## src/rtl/fetch_unit.sv

```systemverilog
// Instruction fetch stage: holds the fetch PC and keeps at most one word request
// in flight to instruction memory. Returned words go into a small FIFO that
// decode drains under a valid/ready handshake. A redirect flushes the FIFO and
// discards any response that is still on its way back.
module fetch_unit #(
    parameter int              XLEN       = 32,
    parameter logic [XLEN-1:0] RESET_PC   = '0,
    parameter int              FIFO_DEPTH = 2
) (
    input  logic            CLK,
    input  logic            rst_n,
    output logic            imem_req,
    output logic [XLEN-1:0] imem_addr,
    input  logic            imem_ready,
    input  logic            imem_rvalid,
    input  logic [31:0]     imem_rdata,
    input  logic            redirect_en,
    input  logic [XLEN-1:0] redirect_pc,
    output logic            if_valid,
    input  logic            if_ready,
    output logic [31:0]     if_instr,
    output logic [XLEN-1:0] if_pc,
    output logic [6:0]      if_opcode
);

    localparam int PTR_W = (FIFO_DEPTH > 1) ? $clog2(FIFO_DEPTH) : 1;
    localparam int CNT_W = $clog2(FIFO_DEPTH + 1);
    localparam logic [CNT_W-1:0] DEPTH_C = CNT_W'(FIFO_DEPTH);
    localparam logic [31:0]      NOP     = 32'h0000_0013;

    // S_WAIT: response expected and kept; S_DROP: response expected but stale.
    typedef enum logic [1:0] {
        S_FETCH,
        S_WAIT,
        S_DROP
    } state_t;

    state_t            r_state;
    state_t            w_state_next;
    logic [XLEN-1:0]   r_fetch_pc;
    logic [XLEN-1:0]   r_req_pc;
    logic [CNT_W-1:0]  r_count;
    logic [PTR_W-1:0]  r_wr_ptr;
    logic [PTR_W-1:0]  r_rd_ptr;
    logic [31:0]       r_instr_mem [FIFO_DEPTH];
    logic [XLEN-1:0]   r_pc_mem    [FIFO_DEPTH];

    logic              w_req;
    logic              w_fire;
    logic              w_push;
    logic              w_pop;
    logic              w_empty;
    logic [XLEN-1:0]   w_redirect_base;
    logic              w_unused_redirect_lsbs;

    // Redirect targets are word aligned; the low bits are simply dropped.
    assign w_redirect_base        = {redirect_pc[XLEN-1:2], 2'b00};
    assign w_unused_redirect_lsbs = ^redirect_pc[1:0];

    // Next-state logic and the raw request decision.
    always_comb begin
        // NOTE: every output of a combinational block gets a default first so no latch is inferred.
        w_state_next = r_state;
        w_req        = 1'b0;
        case (r_state)
            S_FETCH: begin
                w_req = (r_count < DEPTH_C) && !redirect_en;
                if (w_req && imem_ready) begin
                    w_state_next = S_WAIT;
                end
            end
            S_WAIT: begin
                if (redirect_en) begin
                    w_state_next = imem_rvalid ? S_FETCH : S_DROP;
                end else if (imem_rvalid) begin
                    w_state_next = S_FETCH;
                end
            end
            S_DROP: begin
                if (!redirect_en && imem_rvalid) begin
                    w_state_next = S_FETCH;
                end
            end
            default: w_state_next = S_FETCH;
        endcase
    end

    assign imem_req  = w_req && rst_n;
    assign imem_addr = r_fetch_pc;
    assign w_fire    = imem_req && imem_ready;
    assign w_push    = (r_state == S_WAIT) && imem_rvalid && !redirect_en;
    assign w_empty   = (r_count == '0);
    assign if_valid  = rst_n && !w_empty;
    assign w_pop     = if_valid && if_ready && !redirect_en;

    // FSM state register.
    always_ff @(posedge CLK) begin
        // NOTE: sequential state uses non-blocking assignments so every flop samples pre-edge values.
        if (!rst_n) begin
            r_state <= S_FETCH;
        end else begin
            r_state <= w_state_next;
        end
    end

    // Fetch PC: redirect wins, otherwise advance by one word per accepted request.
    always_ff @(posedge CLK) begin
        if (!rst_n) begin
            r_fetch_pc <= {RESET_PC[XLEN-1:2], 2'b00};
            r_req_pc   <= '0;
        end else if (redirect_en) begin
            r_fetch_pc <= w_redirect_base;
        end else if (w_fire) begin
            r_req_pc   <= r_fetch_pc;
            r_fetch_pc <= r_fetch_pc + XLEN'(4);
        end
    end

    // FIFO occupancy and pointers; a redirect empties the buffer.
    always_ff @(posedge CLK) begin
        if (!rst_n) begin
            r_count  <= '0;
            r_wr_ptr <= '0;
            r_rd_ptr <= '0;
        end else if (redirect_en) begin
            r_count  <= '0;
            r_wr_ptr <= '0;
            r_rd_ptr <= '0;
        end else begin
            if (w_push) begin
                r_wr_ptr <= r_wr_ptr + PTR_W'(1);
            end
            if (w_pop) begin
                r_rd_ptr <= r_rd_ptr + PTR_W'(1);
            end
            case ({w_push, w_pop})
                2'b10:   r_count <= r_count + CNT_W'(1);
                2'b01:   r_count <= r_count - CNT_W'(1);
                default: r_count <= r_count;
            endcase
        end
    end

    // FIFO storage written on each kept response.
    always_ff @(posedge CLK) begin
        // NOTE: storage has no reset; r_count alone decides which entries are meaningful.
        if (w_push) begin
            r_instr_mem[r_wr_ptr] <= imem_rdata;
            r_pc_mem[r_wr_ptr]    <= r_req_pc;
        end
    end

    // Head mux from registered storage; an empty buffer presents a NOP at PC 0.
    assign if_instr  = w_empty ? NOP : r_instr_mem[r_rd_ptr];
    assign if_pc     = w_empty ? '0  : r_pc_mem[r_rd_ptr];
    assign if_opcode = if_instr[6:0];

endmodule
```

## config.mk

```make
export PLATFORM = sky130hd
export DESIGN_NAME = fetch_unit
export DESIGN_NICKNAME = d
export VERILOG_FILES = /design/src/rtl/fetch_unit.sv
export SDC_FILE = /design/constraint.sdc
export NUM_CORES = 1
export LEC_CHECK = 0
export BUFFER_PORTS_ARGS = -buffer_cell sky130_fd_sc_hd__buf_2
export CORE_MARGIN = 1
export CORE_UTILIZATION = 50
export CTS_CLUSTER_DIAMETER = 50
export DETAILED_ROUTE_END_ITERATION = 10
export MAX_ROUTING_LAYER = met4
export PLACE_DENSITY = 0.75
export SLEW_MARGIN = 40
export SYNTH_ARGS = -nofsm -noshare
export SYNTH_HDL_FRONTEND = slang
export SYNTH_SLANG_ARGS = --single-unit
```

## constraint.sdc

```tcl
create_clock -name CLK -period 5.1 [get_ports CLK]
set_clock_uncertainty 0.2 [all_clocks]
set_input_delay 0.765 -clock CLK [delete_from_list [all_inputs] [get_ports CLK]]
set_output_delay 0.765 -clock CLK [all_outputs]
set_load 0.02 [all_outputs]
```

Word level (Yosys, flattened, before mapping)
Memory sizes are Yosys's and may differ from the RTL's. A register that Yosys moved wholly into a read port is not among the register bits.
Cells that the tools add are included.
- add/sub/neg operators: 5
- order comparisons: 1
- equality and inequality tests: 7
- muxes and demuxes: 18
- bitwise gates (word level): 2
- reductions and logical operators: 19
- operator list (kind ; count):
    $mux 32 ; 4
    $add 32x3->32 const B ; 1
    $logic_and 1x1->1 ; 10
    $mux 2 ; 5
    $mux 1 ; 7
    $pmux 2 s3 ; 1
    $eq 2x1->1 const B ; 2
    $eq 2x2->1 const B ; 2
    $logic_not 2->1 ; 2
    $ne 2x2->1 const B ; 2
    $pmux 2 s2 ; 1
    $reduce_bool 2->1 ; 2
    $ne 3x3->1 const B ; 1
    $reduce_and 3->1 ; 1
    $add 1x1->1 const B ; 2
    $add 2x1->2 const B ; 1
    $logic_not 1->1 ; 2
    $lt 2x2->1 const B ; 1
    $not 1->1 ; 2
    $reduce_and 2->1 ; 1
    $reduce_or 2->1 ; 1
    $sub 2x1->2 const B ; 1
- register bits after elaboration: 70
- RAM bits: 128
- bits of input ports: 70
- output and inout bits: 105
- word-level logic and storage cells: 61
- memories kept: 2
- memory list (name ; depth ; width ; rd ports ; clocked after memory_dff ; write ports ; line ; text):
    r_instr_mem ; 2 ; 32 ; 1 ; 1 ; 1 ; 45 ; logic [31:0] r_instr_mem [FIFO_DEPTH];
    r_pc_mem ; 2 ; 32 ; 1 ; 1 ; 1 ; 46 ; logic [XLEN-1:0] r_pc_mem [FIFO_DEPTH];

Depth between registers and ports, before layout
Gate-level depths: netlist of the first run.
- depth in word-level cells: 7
- gate-level depth with buffers: 9
- depth with buffers taken out: 8

Least setup slack after synthesis of the first run
Ideal clock, no wire load.
- path type: input to register
- from: input redirect_en
- to: memory r_instr_mem[0][0] (enable)
- library setup time: 482 ps
- arrival: 3935 ps
- required time: 4418 ps
- path slack: 483 ps
- cell stages on the path: 6
- path buffers: 1
- path through: buf_2 inv_1 nand2_1 nor2_1 inv_1 nor2_1
- longest elaborated chain between the ends: 4
- RTL lines (element ; line ; text):
    start, declared ; 17 ; input logic redirect_en,
    $logic_not 1->1 ; 91 ; assign w_push = (r_state == S_WAIT) && imem_rvalid && !redirect_en;
    $logic_and 1x1->1 ; 91 ;
    $mux 1 ; 147 ; if (w_push) begin
    $mux 1 (not written as such) ; 148 ; r_instr_mem[r_wr_ptr] <= imem_rdata;
    end, declared ; 45 ;
Every way passes these cells.

Final worst setup path of the first run
- from: register r_count[1]
- to: output if_pc[13]
- longest elaborated chain between the ends: 2
- RTL lines (element ; line ; text):
    start, declared ; 42 ; logic [CNT_W-1:0] r_count;
    start signal, assigned ; 137 ; 2'b10: r_count <= r_count + CNT_W'(1);
    start signal, assigned ; 138 ; 2'b01: r_count <= r_count - CNT_W'(1);
    start signal, assigned ; 139 ; default: r_count <= r_count;
    $logic_not 2->1 ; 92 ; assign w_empty = (r_count == '0);
    $mux 32 ; 155 ; assign if_pc = w_empty ? '0 : r_pc_mem[r_rd_ptr];
    end, declared ; 22 ; output logic [XLEN-1:0] if_pc,
Every way passes these cells.

==> metrics, run 1 <==
outcome complete, no violations; post-synthesis cell count 679; fin. max-slew vios 0; clk root buf clkbuf_16; Worst Hold Class flop to flop; Synth Flop Type edfxtp_1; crit path time final 3.26 ns; io pins 175; Die Ht between 100 and 150 um; Seq/Total Area, Yosys 0.645; post-route ant nets 0; Leakage 3.55 nW; Initial Util 0.514; switching share of power 0.215; Yosys top cell by area edfxtp_1; drt first pass iters 5; CP arrival 2.29 ns; IO Port Bufs 168; DIE AREA 16200 um^2; Worst Tran Pin Value between 0.7 and 0.8 ns; Residual DRC 0; RePlAce Congestion 0.846; Via Count 5598; maximum clock path buffer count 2; Nets between 800 and 900; P_sw 0.662 mW; Reg clk slew, reported paths around 0.060 ns; Max Fclk a little over 300 MHz; Cell Pwr Density 329 nW/um^2; post-DR wirelength/cell ~15 um; dpl hpwl 10800 um; CTS tree yes; Post-Place Cells 1015; clock buffer count from CTS 17; Vias per Instance 5.35; async set-reset flop share out of synthesis 0; setup_tns 0 ns; Worst Path Max Fanout 33; CTS sink count ~190; total track usage 0.212; Max-Cap Viols 0; count leader, synth edfxtp_1; setup violators final 0; Final Hold Violating Endpoints 0; largest net degree at the start of global routing 63; initial antenna violation count 0; synth-to-layout area growth 19.2%; vias in the first global route 5154; Synth Register Bits 191; Internal 2.42 mW; cts hold-fix bufs 0; post-CTS sizing 0; Post-Syn Area 7850 um^2; top post-synthesis cells by count edfxtp_1, nand2_1, nor2_1; total grt overflow 0; Critical Path Source Type flop; first-pass GRT wire length 25800 um; Final Cycle Share 0.639; core footprint about 15000 um^2; Crit Path Category flop to output port; Rel. slew slack 0.480; final wirelength 16200 um; Synth cell types 47; YS warnings 0; Crit. End Element output port; top cells by area, synth edfxtp_1, dfxtp_1, mux2i_1; post-CTS setup buffers 0; Finished Layout Cells 1046; Yosys top cell area share 0.474; clk_lat worst skew 0.42 ns; H-tree depth 4; Rows 45; initial drt markers 421; number of synthesized flops with an enable pin between 100 and 150; layout cell share with drive strength beyond 1 0.262; clock network fraction of total power 0.396; combinational cell fraction of total power 0.051; Worst EP required 4.14 ns; diode count 0; Avg Inst Size Synth 11.6 um^2; die width about 130 um; maximum vdd drop 0.238 mV; RSZ-0062 raised after global routing no; Flop pwr share 0.552
[placed cells by master (no fill, tap or decap), types with 4 or more instances in the layout]
master / instances
clkbuf_16: 19
xnor2_1: 7
and2_1: 6
a21oi_1: 26
and4_1: 4
edfxtp_1: 124
inv_1: 7
nand3_1: 40
o21ai_0: 19
nor3_1: 10
nand2_1: 89
clkinv_2: 4
dfxtp_1: 66
mux2i_1: 63
o22ai_1: 4
nand4_1: 10
a31oi_1: 8
buf_2: 168
nor2_1: 82
nor4_1: 4
buf_4: 6
a2bb2oi_1: 5
and3_1: 7
mux2_2: 5
conb_1: 4
[metrics by stage]
step | utilization | hold slack, ns | total power [mW] | cell area, um^2 | worst slack, ns
2_1_floorplan | - | 0.225 | 1.82 | 7860 | 0.483
3_3_place_gp | 0.577 | 0.232 | 1.89 | 8800 | 1.57
3_5_place_dp | 0.577 | 0.245 | 1.89 | 8800 | 1.54
4_1_cts | 0.613 | 0.258 | 3.10 | 9350 | 1.78
5_1_grt | 0.613 | 0.264 | 3.19 | 9360 | 1.67
6_report | 0.613 | 0.253 | 3.08 | 9360 | 1.84
[critical path: stages, from the launching register on]
cell	delay [ns]
dfxtp_1	0.44
nor2_4	0.67
buf_4	0.44
nor2_1	0.13
buf_2	0.18
[power by group through the flow]
stage | registers (mW) | clock network [mW] | logic [mW]
floorplan | 1.74 | 0 | 0.0815
global placement | 1.73 | 0 | 0.154
detailed placement | 1.73 | 0 | 0.157
CTS | 1.70 | 1.25 | 0.158
global route | 1.70 | 1.32 | 0.173
finish | 1.70 | 1.22 | 0.159
[flip-flops by register name, indices dropped and copies added, names as in the netlist, named ones only]
register / count
r_instr_mem: 64
r_pc_mem: 60
imem_addr: 30
r_req_pc: 30
r_count: 2
r_state: 2
r_rd_ptr: 1
r_wr_ptr: 1
[layout make-up]
type	instances	area, um^2
clock inverters	9	57.6
repair buffers	176	917
flip-flops and latches	191	5070
multi-input cells	429	2520
well taps	211	264
fillers	1239	5900
clock buffers	22	497
inverters	8	30.0
[logic make-up after synthesis]
logic type / after synthesis / share of synthesized area
other: 1 / 0.000478
AOI/OAI and AO/OA: 78 / 0.0611
buffers and inverters: 62 / 0.0373
DFF: 191 / 0.645
muxes: 68 / 0.0875
and+or+nand+nor: 267 / 0.154
xor gates and xnor gates: 10 / 0.0112
adders and majority gates: 2 / 0.00319
[metal layers]
metal	share of wire	GRT usage
met1	0.47	0.282
met2	0.45	0.318
met3	0.069	0.0419
met4	0.018	0.0882
met5	0	-
[worst paths after layout]
path / slack [ns] / end / cells past startpoint / from
setup / recovery: 1.84 / if_pc[13] / 4 / r_count[1]$_SDFFE_PP0P_
hold / removal: 0.25 / r_pc_mem[1][16]$_DFFE_PP_ / 0 / r_req_pc[16]$_SDFFE_PN0P_
setup reg to reg: 2.50 / imem_addr[2]$_SDFFE_PN0P_ / 6 / r_count[1]$_SDFFE_PP0P_
hold reg to reg: 0.25 / r_pc_mem[1][16]$_DFFE_PP_ / 0 / r_req_pc[16]$_SDFFE_PN0P_
Power figures use the tool's default switching activity.
==> run 2, diff against run 1 <==
==> constraint.sdc (replaced) <==
create_clock -name CLK -period 3.12 [get_ports CLK]
set_clock_uncertainty 0.2 [all_clocks]
set_input_delay 0.468 -clock CLK [delete_from_list [all_inputs] [get_ports CLK]]
set_output_delay 0.468 -clock CLK [all_outputs]
set_load 0.02 [all_outputs]
==> run 2 against run 1 <==
Against the previous run:
- register-to-register slack worse by 1.9 ns
- worst hold slack lost 0.23 ns
- die area is the same
- first-iteration DRC count is 3.1% higher
- non-clock buffer count is 8 higher
- cell count grew 0.86%
- sequential power rose by 64%
- flip-flop and latch count is the same
- critical path depth stayed put
- total power increased by 68%
- clock power rose by 74%
- worst setup slack got worse by 1.4 ns
- critical path type unchanged
- largest cell class unchanged
- largest power group unchanged
- highest routed layer unchanged
==> metrics, run 2 (synthesis results as in run 1) <==
total track usage 0.216; setup_tns 0 ns; RePlAce Congestion around 0.84; max reg flops 64; diode count 0; dpl cell area 8880 um^2; setup violators final 0; Critical Path Source Type flop; core footprint 15300 um^2; Max Fclk roughly 380 MHz; reg2reg path depth 6; Worst Path Max Fanout 23; IO Port Bufs approximately 170; RSZ-0062 raised after global routing no; Biggest register r_instr_mem; Worst Hold Class input pin to flop; Rows 45; hold slack 0.0235 ns; reg2reg end imem_addr[12]$_SDFFE_PN0P_; biggest regs r_instr_mem: 64 flops, r_pc_mem: 60 flops; setup slack, reg-to-reg 0.65 ns; initial drt markers 434; Cell Pwr Density 546 nW/um^2; Crit. End Element output port; Max-Cap Viols 0; Reg clk slew, reported paths 0.07 ns; post-route ant nets 0; Final Hold Violating Endpoints 0; Rel. slew slack 0.660; most frequent cells in the layout buf_2, edfxtp_1, nand2_1; DIE AREA ~16000 um^2; H-tree depth 4; Hold Path Depth 1; Via Count 5590; cts hold-fix bufs 0; hold_sp imem_rdata[16]; sequential cell area 5070 um^2; layout cell share with drive strength beyond 1 0.274; multi-input logic area 2520 um^2; vias in the first global route 5156; Leakage 3.60 nW; Die Ht 127 um; final wirelength ~17000 um; maximum clock path buffer count 2; Layout fillers roughly 1.2k; clk_lat worst skew 0.43 ns; maximum vdd drop 0.411 mV; dpl hpwl 10900 um; RR Startpoint r_count[1]$_SDFFE_PP0P_; Hold Path End r_instr_mem[0][16]$_DFFE_PP_; Worst Tran Pin Value 0.509 ns; first-pass GRT wire length 26100 um; post-CTS setup buffers 0; Final Cell Area 9470 um^2; Vias per Instance 5.30; drt first pass iters 7; Worst EP required 2.45 ns; synth-to-layout area growth 20.7%; Crit Path Category flop to output port; die width 127 um; total grt overflow 0; fin. max-slew vios 0; post-DR wirelength/cell 15.7 um; clk root buf clkbuf_16; crit path time final 2.65 ns; commonest non-fill, non-tap cell in the layout buf_2; CTS tree yes; Nets approximately 900; Residual DRC 0; io pins 175; CTS sink count between 150 and 200; Initial Util 0.514; largest net degree at the start of global routing 63; outcome complete, no violations; post-CTS sizing 0; CP arrival 1.98 ns; clock buffer count from CTS 17; Final Cycle Share 0.849; initial antenna violation count 0
## run 2: cell types whose count changed in the layout (fill, tap and decap cells not counted), moves of 2 or more
cell / previous run / this run
clkinv_2: 4 / 0
clkinvlp_4: 1 / 4
buf_12: 1 / 3
buf_4: 6 / 13
inv_8: 0 / 4
clkbuf_16: 19 / 17
clkbuf_1: 2 / 0
## run 2: layer usage
layer | vias to the layer above | GRT usage | wire length (um)
li1 | 2730 | - | -
met5 | - | - | 0
met4 | 0 | 0.0777 | 266
met1 | 2608 | 0.293 | 7620
met2 | 231 | 0.324 | 7530
met3 | 21 | 0.0410 | 1130
## run 2: cell type report
cell class                      count  area share
Clock buffer                       18      0.0464
Clock inverter                     14      0.0155
Inverter                            8     0.00317
Multi-Input combinational cell    429       0.267
Sequential cell                   191       0.535
Tap cell                          211      0.0279
Timing Repair Buffer              184       0.105
## run 2: stage by stage
step           cells  setup WS (ns)  power, mW   util
5_1_grt         1055          0.327       5.35  0.621
4_1_cts         1055          0.431       5.21  0.621
6_report        1055          0.472       5.17  0.621
2_1_floorplan    682         0.0213       2.98      -
3_5_place_dp    1023          0.631       3.10  0.582
3_3_place_gp    1023          0.645       3.09  0.582
## run 2: critical path: stages, from the launching register on
cell	delay (ns)
dfxtp_1	0.43
nor2_4	0.48
buf_4	0.36
nor2_1	0.10
buf_2	0.17
## run 2: how the worst max path moves through the flow
stage / to / startpoint / slack [ns] / depth (start not counted)
after detailed placement: imem_addr[12]$_SDFFE_PN0P_ / redirect_en / 0.63 / 7
after floorplan: r_instr_mem[1][0]$_DFFE_PP_ / redirect_en / 0.02 / 5
after CTS: if_pc[11] / r_count[1]$_SDFFE_PP0P_ / 0.43 / 4
after global placement: imem_addr[12]$_SDFFE_PN0P_ / redirect_en / 0.64 / 7
final: if_pc[11] / r_count[1]$_SDFFE_PP0P_ / 0.47 / 4
after global routing: if_pc[11] / r_count[1]$_SDFFE_PP0P_ / 0.33 / 4
## run 2: report_power, final
part / switching (mW) / internal, mW
Sequential: 0.0528 / 2.73
Clock: 0.973 / 1.15
Combinational: 0.165 / 0.102
==> run 3, diff against run 2 <==
--- a/config.mk
+++ b/config.mk
@@ -5,13 +5,14 @@
 export SDC_FILE = /design/constraint.sdc
 export NUM_CORES = 1
 export LEC_CHECK = 0
+export ABC_AREA = 1
 export BUFFER_PORTS_ARGS = -buffer_cell sky130_fd_sc_hd__buf_2
 export CORE_MARGIN = 1
 export CORE_UTILIZATION = 50
 export CTS_CLUSTER_DIAMETER = 50
 export DETAILED_ROUTE_END_ITERATION = 10
 export MAX_ROUTING_LAYER = met4
-export PLACE_DENSITY = 0.75
+export PLACE_DENSITY = 0.74
 export SLEW_MARGIN = 40
 export SYNTH_ARGS = -nofsm -noshare
 export SYNTH_HDL_FRONTEND = slang
==> constraint.sdc (replaced) <==
create_clock -name CLK -period 2.5 [get_ports CLK]
set_clock_uncertainty 0.2 [all_clocks]
set_input_delay 0.375 -clock CLK [delete_from_list [all_inputs] [get_ports CLK]]
set_output_delay 0.375 -clock CLK [all_outputs]
set_load 0.02 [all_outputs]
==> run 3 against run 2 <==
Against the previous run:
- total power grew 23%
- critical endpoint is now if_instr[6]
- critical path depth up 1
- critical path type unchanged
- sequential share of layout area decreased by 3.7 points
==> metrics, run 3 <==
outcome complete, no violations; layout cell share with drive strength beyond 1 0.210; maximum clock path buffer count 2; post-DR wirelength/cell approximately 14 um; Yosys top cell area share 0.452; number of synthesized flops with an enable pin ~120; Vias per Instance approximately 4.9; RePlAce Congestion 0.937; Die Ht 130 um; setup slack, reg-to-reg 0.44 ns; total track usage 0.231; Seq/Total Area, Yosys 0.614; setup violators final 0; hold slack 0.0172 ns; Crit path largest cell delay roughly 0.41 ns; clk_lat worst skew 0.43 ns; Rows 46; Final Hold Violating Endpoints 0; max reg flops 64; Via Count 6518; Worst EP required 1.92 ns; Avg Inst Size Synth 9.12 um^2; Initial Util 0.515; first-pass GRT wire length 28700 um; fin. max-slew vios 0; Worst Hold Class input pin to flop; Residual DRC 0; RR Startpoint imem_addr[3]$_SDFFE_PN0P_; async set-reset flop share out of synthesis 0; Hold Path Depth 3; Cell Pwr Density about 620 nW/um^2; hold_sp redirect_pc[4]; synth-to-layout area growth 23.4%; vias in the first global route a little under 6k; Max Fclk roughly 420 MHz; Crit. End Element output port; CP arrival 1.79 ns; CTS sink count approximately 190; H-tree depth 4; DIE AREA between 15000 and 20000 um^2; Leakage 4.31 nW; initial drt markers 374; Yosys top cell by area edfxtp_1; die width 130 um; post-CTS setup buffers 0; Post-Syn Area 8250 um^2; total grt overflow 0; core footprint 16000 um^2; Synth Flop Type edfxtp_1; drt first pass iters 5; final wirelength 18600 um; diode count 0; IO Port Bufs 168; total power draw 6.35 mW; reg2reg path depth 10; YS warnings 0; top cells by area, synth edfxtp_1, dfxtp_1, nand2_1; clock buffer count from CTS 17; Hold Path End imem_addr[4]$_SDFFE_PN0P_; Synth cell types 36; Crit Path Category flop to output port; maximum vdd drop approximately 0.55 mV; largest net degree at the start of global routing 63; biggest regs r_instr_mem: 64 flops, r_pc_mem: 60 flops; Max-Cap Viols 0; Biggest register r_instr_mem; Reg clk slew, reported paths about 0.07 ns; post-synthesis cell count 904; Nets 1166; Synth Register Bits roughly 190; commonest non-fill, non-tap cell in the layout nand2_1; dpl hpwl 12500 um; top post-synthesis cells by count nand2_1, edfxtp_1, nand3_1; post-route ant nets 0; initial antenna violation count 0; most frequent cells in the layout nand2_1, buf_2, edfxtp_1; setup_tns 0 ns; Worst Slack Setup Final about 0.13 ns; Final Cell Area roughly 10000 um^2; crit path time final 2.37 ns; crit-path cells inv_2 > buf_4 > nand2_1 > a21oi_1 > buf_2; reg2reg end imem_addr[28]$_SDFFE_PN0P_; io pins 175; dpl cell area slightly above 9000 um^2; pre-CTS WS 0.370 ns; CTS tree yes; RSZ-0062 raised after global routing no; clk root buf clkbuf_16; count leader, synth nand2_1; Worst Path Max Fanout 32; worst-path cell with the longest stage delay dfxtp_4; Final Cycle Share 0.946; Critical Path Source Type flop
[run 3: area by class of cell]
| class | count | area, um^2 |
|---|---|---|
| clock buffer | 22 | 465 |
| clock inverter | 10 | 78.8 |
| fill | 1357 | 5820 |
| inverter | 83 | 314 |
| multi-input combinational | 580 | 2630 |
| sequential | 191 | 5070 |
| tap | 216 | 270 |
| timing repair buffer | 221 | 1350 |
[run 3: how the worst max path moves through the flow]
stage	cells past startpoint	end	from	slack, ns
after floorplan	4	r_instr_mem[1][0]$_DFFE_PP_	redirect_en	-0.56
after global placement	9	imem_addr[7]$_SDFFE_PN0P_	redirect_en	0.39
after detailed placement	9	imem_addr[7]$_SDFFE_PN0P_	redirect_en	0.37
after CTS	4	if_pc[25]	flop	0.05
after global routing	5	if_instr[5]	flop	0.002
final	5	if_instr[6]	flop	0.13
[run 3: metal layers]
layer | up-vias | wire (um) | global-route usage
li1 | 3360 | - | -
met1 | 2920 | 8200 | 0.288
met2 | 209 | 8780 | 0.370
met3 | 29 | 1240 | 0.0440
met4 | 0 | 392 | 0.0933
met5 | - | 0 | -
[run 3: critical path, delay by kind of cell, from the launching register on]
kind                   cells  cell delay, ns
AND/OR/NAND/NOR            1            0.09
buffers and inverters      3            0.61
AO/OA/AOI/OAI              1            0.23
flip-flops                 1            0.41
[run 3: logic make-up (layout without fill, tap and decap cells)]
| kind of cell | Yosys count | in the layout | synth area share |
|---|---|---|---|
| DFF | 191 | 191 | 0.614 |
| xor gates and xnor gates | 7 | 7 | 0.00743 |
| other | 1 | 4 | 0.000455 |
| AOI/OAI and AO/OA | 117 | 117 | 0.0745 |
| adders and majority gates | 2 | 2 | 0.00303 |
| buffers and inverters | 136 | 336 | 0.0713 |
| and+or+nand+nor | 450 | 450 | 0.229 |
[run 3: stage by stage]
| stage | util | instances |
|---|---|---|
| floorplan | - | 907 |
| global placement | 0.581 | 1258 |
| detailed placement | 0.581 | 1258 |
| CTS | 0.636 | 1323 |
| global route | 0.636 | 1323 |
| finish | 0.636 | 1323 |
[run 3: power by group]
part,total (mW),leakage (nW),switching (mW),internal (mW)
clock network,2.46,0.261,1.12,1.34
logic,0.423,2.38,0.252,0.171
registers,3.47,1.67,0.0622,3.41
total,6.35,4.31,1.43,4.92
[run 3: what timing repair did]
action | CTS | global route
endpoints found under the setup margin | 0 | 23
resized for setup | 0 | 3
hold buffers | 33 | 0
endpoints found under the hold margin | 65 | 0
